[config.mk]
export PLATFORM = sky130hd
export DESIGN_NAME = fust_m_sched
export DESIGN_NICKNAME = d
export VERILOG_FILES = /design/src/rtl/fust_m_sched.sv
export SDC_FILE = /design/constraint.sdc
export NUM_CORES = 1
export LEC_CHECK = 0
export ABC_CLOCK_PERIOD_IN_PS = 3500
export CAP_MARGIN = 0
export CORE_MARGIN = 2
export CORE_UTILIZATION = 45
export DETAILED_ROUTE_END_ITERATION = 8
export PLACE_DENSITY_LB_ADDON = 0.1
export SETUP_SLACK_MARGIN = 0.5
export SKIP_CTS_REPAIR_TIMING = 1
export SYNTH_ARGS = -nofsm -noshare
export SYNTH_HDL_FRONTEND = slang
export SYNTH_SLANG_ARGS = --single-unit
[constraint.sdc]
create_clock -name CLK -period 3.5 [get_ports CLK]
set_clock_uncertainty 0.1 [all_clocks]
set_input_delay 0.875 -clock CLK [delete_from_list [all_inputs] [get_ports CLK]]
set_output_delay 0.875 -clock CLK [all_outputs]
set_load 0.05 [all_outputs]
[src/rtl/fust_m_sched.sv]
// fust_m_sched: matrix FU issue scheduler (dispatch, hazard wait, issue, exec, writeback).
// Optional EXEC watchdog with sticky timeout_err when FUST_M_SCHED_TIMEOUT_EN is defined.
module fust_m_sched #(
  parameter int MREG_W  = 4,
  parameter int TAG_W   = 5,
  parameter int TIMEOUT = 64
) (
  input  logic                 CLK,
  input  logic                 RST,
  input  logic                 disp_valid,
  output logic                 disp_ready,
  input  logic [MREG_W-1:0]    disp_rs1,
  input  logic [MREG_W-1:0]    disp_rs2,
  input  logic [MREG_W-1:0]    disp_rs3,
  input  logic [MREG_W-1:0]    disp_rd,
  input  logic [TAG_W-1:0]     disp_tag,
  input  logic [2**MREG_W-1:0] mreg_pending,
  output logic                 issue_valid,
  input  logic                 issue_ready,
  output logic [MREG_W-1:0]    issue_rs1,
  output logic [MREG_W-1:0]    issue_rs2,
  output logic [MREG_W-1:0]    issue_rs3,
  output logic [MREG_W-1:0]    issue_rd,
  input  logic                 fu_done,
  output logic                 wb_valid,
  input  logic                 wb_ready,
  output logic [MREG_W-1:0]    wb_rd,
  output logic [TAG_W-1:0]     wb_tag,
  input  logic                 flush,
  output logic                 busy,
  output logic [15:0]          stall_cnt
`ifdef FUST_M_SCHED_TIMEOUT_EN
  ,
  output logic                 timeout_err
`endif
);
  typedef enum logic [2:0] {IDLE, WAIT, ISSUE, EXEC, WB} state_t;
  state_t state_q, state_d;
  logic [MREG_W-1:0] rs1_q, rs1_d, rs2_q, rs2_d, rs3_q, rs3_d, rd_q, rd_d;
  logic [TAG_W-1:0] tag_q, tag_d;
  logic squash_q, squash_d;
  logic [15:0] stall_q, stall_d;
  logic hazard;
`ifdef FUST_M_SCHED_TIMEOUT_EN
  localparam int CW = $clog2(TIMEOUT + 1);
  logic [CW-1:0] tcnt_q, tcnt_d;
  logic terr_q, terr_d;
  logic expired;
  assign expired = tcnt_q == CW'(TIMEOUT - 1);
  assign timeout_err = terr_q;
`endif
  assign hazard = mreg_pending[rs1_q] | mreg_pending[rs2_q] | mreg_pending[rs3_q] | mreg_pending[rd_q];
  assign disp_ready = state_q == IDLE;
  assign issue_valid = state_q == ISSUE;
  assign wb_valid = state_q == WB;
  assign busy = state_q != IDLE;
  assign {issue_rs1, issue_rs2, issue_rs3, issue_rd} = {rs1_q, rs2_q, rs3_q, rd_q};
  assign wb_rd = rd_q;
  assign wb_tag = tag_q;
  assign stall_cnt = stall_q;
  always_comb begin
    state_d = state_q;
    {rs1_d, rs2_d, rs3_d, rd_d, tag_d} = {rs1_q, rs2_q, rs3_q, rd_q, tag_q};
    squash_d = squash_q;
    stall_d = stall_q;
`ifdef FUST_M_SCHED_TIMEOUT_EN
    tcnt_d = state_q == EXEC ? tcnt_q + CW'(1) : '0;
    terr_d = terr_q;
`endif
    case (state_q)
      IDLE: if (disp_valid && !flush) begin
        state_d = WAIT;
        {rs1_d, rs2_d, rs3_d, rd_d, tag_d} = {disp_rs1, disp_rs2, disp_rs3, disp_rd, disp_tag};
      end
      WAIT: begin
        state_d = flush ? IDLE : hazard ? WAIT : ISSUE;
        stall_d = (!flush && hazard && !(&stall_q)) ? stall_q + 16'd1 : stall_q;
      end
      ISSUE: begin
        state_d = issue_ready ? EXEC : flush ? IDLE : ISSUE;
        squash_d = issue_ready && flush;
      end
      EXEC: begin
        if (fu_done) begin
          state_d = (squash_q || flush) ? IDLE : WB;
          squash_d = 1'b0;
        end else begin
          squash_d = squash_q | flush;
`ifdef FUST_M_SCHED_TIMEOUT_EN
          if (expired) begin
            state_d = IDLE;
            squash_d = 1'b0;
            terr_d = 1'b1;
          end
`endif
        end
      end
      WB: state_d = (wb_ready || flush) ? IDLE : WB;
      default: state_d = IDLE;
    endcase
  end
  always_ff @(posedge CLK or posedge RST) begin
    if (RST) begin
      state_q <= IDLE;
      {rs1_q, rs2_q, rs3_q, rd_q, tag_q} <= '0;
      squash_q <= 1'b0;
      stall_q <= '0;
`ifdef FUST_M_SCHED_TIMEOUT_EN
      tcnt_q <= '0;
      terr_q <= 1'b0;
`endif
    end else begin
      state_q <= state_d;
      {rs1_q, rs2_q, rs3_q, rd_q, tag_q} <= {rs1_d, rs2_d, rs3_d, rd_d, tag_d};
      squash_q <= squash_d;
      stall_q <= stall_d;
`ifdef FUST_M_SCHED_TIMEOUT_EN
      tcnt_q <= tcnt_d;
      terr_q <= terr_d;
`endif
    end
  end
endmodule

==> impl_metrics.py <==
metrics = {
    "grt": {
        "antenna_found_initial": 0,
        "grt_max_degree": 42,
        "grt_pass1_wl_um": 9850,
        "grt-ovfl-total": 0,
        "grt_pass1_vias": 2010,
        "grt_usage_pct": 20.9,
    },
    "setup_path": {
        "worstPathArrival_ns": 1.89,
        "cp_num_buf_inv": 1,
        "crit_required_ns": 2.52,
        "critPathLaunch": "state_q[2]$_DFFE_PP0P_",
        "r2r_cells": 7,
        "path_cells": "nand2b_1, nor2_1, clkdlybuf4s50_1",
        "endpoint": "issue_valid",
        "crit_path_max_incr_delay_ns": 0.82,
        "path_depth": 3,
        "critPathMaxFanout": 7,
        "end_kind": "output port",
        "worstSetupPathType": "reg2out",
        "r2r_start": "issue_rs2[1]$_DFFE_PP0P_",
        "crit_slowest_cell": "clkdlybuf4s50_1",
        "crit_path_start_kind": "flop",
        "r2r_end": "stall_cnt[4]$_DFFE_PP0P_",
        "r2r_setup_slack_ns": 0.80,
        "critPathTopFamily": "buffers and inverters",
    },
    "run_status": {
        "outcome": "complete, no violations",
    },
    "timing": {
        "whs_ns": 0.401,
        "grt_setup_unrepaired": "no",
        "final.min_clock_period_ns": 2.87,
        "final_hold_viol_count": 0,
        "final.setup.worst_slack_ns": 0.630,
        "tns_ns": 0,
        "maxSlewViolCount": 0,
        "period_share_pct": 82.0,
        "worst_slew_pin_slew_ns": 0.840,
        "slew_headroom_pct": 43.8,
        "setup_viol": 0,
        "max_freq_mhz": 348,
    },
    "final_layout": {
        "postLayoutCoreUtil_pct": 70.7,
        "num_antenna_cells": 0,
        "stdcell_count": 365,
        "area_growth_pct": 50.8,
        "mostFrequentLayoutCells": "71 x clkdlybuf4s50_1, 41 x dfrtp_1, 23 x mux2_2",
        "nets": 339,
        "final_common_cell": "clkdlybuf4s50_1",
        "drive_above_1_share_pct": 22.7,
    },
    "clock_tree": {
        "ctsRootBufferMaster": "clkbuf_8",
        "cts_buffers": 5,
        "cts_max_path_buffers": 2,
        "cts_num_sinks": 41,
        "clk_transition_reported_paths_ns": 0.08,
        "cts_tree": "built",
        "clock_latency_ns": 0.30,
        "cts_htree_levels": 2,
    },
    "logic_synthesis": {
        "synth_mux_area_share_pct": 27.6,
        "post_synth_and_or_nand_nor_area_fraction_pct": 15.5,
        "syn_avg_cell_area_um2": 12.3,
        "ys_types": 41,
        "synth-xor-area-share_pct": 5.12,
        "synth_seq_area_share_pct": 42.9,
        "synth_nets": 240,
        "synth-adder-area-share_pct": 0.523,
        "synth-compound-area-share_pct": 4.86,
        "netlist_area_mm2": 0.00239,
        "synth_seq_cells": 41,
        "synth_top_family_by_area": "multiplexers",
        "synth_warnings": 0,
        "syn_inst": 195,
    },
    "routing": {
        "wl_um": 5990,
        "drt_first_pass_iters": 4,
        "vias_per_cell": 5.57,
        "drtIter0Drc": 115,
        "via_count": 2033,
        "drc": 0,
        "antenna_left": 0,
        "wl_per_cell_um": 16.4,
    },
    "pwr": {
        "p_leak_uw": 0.00162,
        "p_switching_uw": 1590,
        "p_per_area_mw_per_mm2": 949,
        "seqPwrFrac_pct": 26.5,
        "p_clk_share_pct": 13.5,
        "peakVddDrop_mv": 0.629,
        "power.share.combinational_pct": 60.0,
        "p_sw_share_pct": 46.5,
        "p_int_uw": 1830,
    },
    "floorplan": {
        "start_util_pct": 46.9,
        "dieWidth_um": 76.9,
        "coreArea_mm2": 0.00511,
        "die_y_um": 76.9,
        "die_area_mm2": 0.00592,
        "rows": 26,
        "pin_count": 89,
    },
    "place": {
        "io_buffer_count": 88,
        "placed_cells": 353,
        "gp_congestion": 0.917,
        "dp_slack_ns": 0.0241,
        "post-dp-hpwl_um": 4330,
    },
    "worst_hold_path": {
        "worstHoldStart": "stall_cnt[13]$_DFFE_PP0P_",
        "hp-class": "reg2reg",
    },
    "flow_run": {
        "cap_violations": 0,
    },
}
[worst min path at each step]
stage	to	slack [ns]	depth (start not counted)
after global placement	stall_cnt[13]$_DFFE_PP0P_	0.38	1
after global routing	stall_cnt[13]$_DFFE_PP0P_	0.41	1
after CTS	stall_cnt[13]$_DFFE_PP0P_	0.40	1
final	stall_cnt[13]$_DFFE_PP0P_	0.40	1
after detailed placement	stall_cnt[8]$_DFFE_PP0P_	0.38	1
after floorplan	squash_q$_DFFE_PP0P_	0.38	2
[per-layer routing]
metal	up-vias	global-route usage [%]	routed length, um
met3	11	4.47	412
met1	983	28.2	2650
li1	936	-	-
met2	103	34.4	2860
met5	-	0	0
met4	0	5.64	72
[cells in the mapped netlist]
cell | number | area [um2]
o211ai_1 | 2 | 15.0
a22oi_1 | 1 | 7.51
mux2_1 | 1 | 11.3
nand2_1 | 13 | 48.8
or3_1 | 3 | 18.8
a21oi_1 | 3 | 15.0
clkbuf_1 | 4 | 15.0
o32a_1 | 1 | 10.0
xor2_1 | 14 | 123
nand3b_1 | 3 | 22.5
buf_6 | 1 | 11.3
nor2b_1 | 2 | 12.5
a22o_1 | 1 | 8.76
nor3_2 | 2 | 20.0
buf_2 | 1 | 5.00
ha_1 | 1 | 12.5
nand4_1 | 3 | 18.8
or4_1 | 2 | 15.0
nand2b_1 | 3 | 18.8
a32oi_1 | 3 | 26.3
o21ai_0 | 1 | 5.00
nor4_1 | 6 | 37.5
o31ai_1 | 1 | 7.51
inv_2 | 1 | 3.75
or2_1 | 1 | 6.26
buf_4 | 4 | 30.0
nor2_1 | 9 | 33.8
nor3b_1 | 1 | 7.51
nor3_1 | 8 | 40.0
mux2_2 | 23 | 259
dfrtp_1 | 41 | 1030
a311oi_1 | 1 | 8.76
inv_1 | 5 | 18.8
nor4_4 | 1 | 21.3
mux4_1 | 4 | 105
mux4_2 | 12 | 270
and3_1 | 1 | 6.26
mux2_4 | 1 | 15.0
o22ai_1 | 2 | 12.5
nand3_1 | 7 | 35.0
and4_1 | 1 | 8.76
[worst register-to-register path, cell delays in order (launching register included)]
cell     delay, ns
dfrtp_1       0.52
mux4_2        0.54
mux4_2        0.54
nor4_4        0.33
buf_12        0.17
buf_8         0.11
nor3_1        0.06
xor2_1        0.20
[stage by stage]
| step | cell area [um2] | total power [uW] |
|---|---|---|
| 2_1_floorplan | 2390 | 2260 |
| 3_3_place_gp | 3390 | 2860 |
| 3_5_place_dp | 3390 | 2870 |
| 4_1_cts | 3530 | 3350 |
| 5_1_grt | 3610 | 3590 |
| 6_report | 3610 | 3420 |
[area by class of cell]
cell class,count,area (um2)
Clock buffer,5,68.8
Sequential cell,41,1030
Tap cell,70,87.6
Timing Repair Buffer,102,1060
Multi-Input combinational cell,138,1270
Clock inverter,3,68.8
Fill cell,407,1500
Inverter,6,22.5
[kinds of logic after synthesis]
| group | Yosys count |
|---|---|
| AND/OR/NAND/NOR | 66 |
| multiplexers | 41 |
| flip-flops | 41 |
| AO/OA/AOI/OAI | 16 |
| buffers and inverters | 16 |
| XOR/XNOR | 14 |
| adder cells (fa/ha/maj) | 1 |
[state kept, by name (all words and copies together), names as in the netlist]
| signal | flops |
|---|---|
| issue_rs3 | 4 |
| issue_rs1 | 4 |
| wb_tag | 5 |
| state_q | 3 |
| squash_q | 1 |
| issue_rs2 | 4 |
| stall_cnt | 16 |
| issue_rd | 4 |
[power by group through the flow]
stage          Combinational, uW  Sequential (uW)  Clock (uW)
2_1_floorplan                855             1400           0
3_3_place_gp                1940              918           0
3_5_place_dp                1960              917           0
4_1_cts                     1960              910         474
5_1_grt                     2140              956         497
6_report                    2050              909         462
Note: power is estimated with default switching activity, not from simulation.
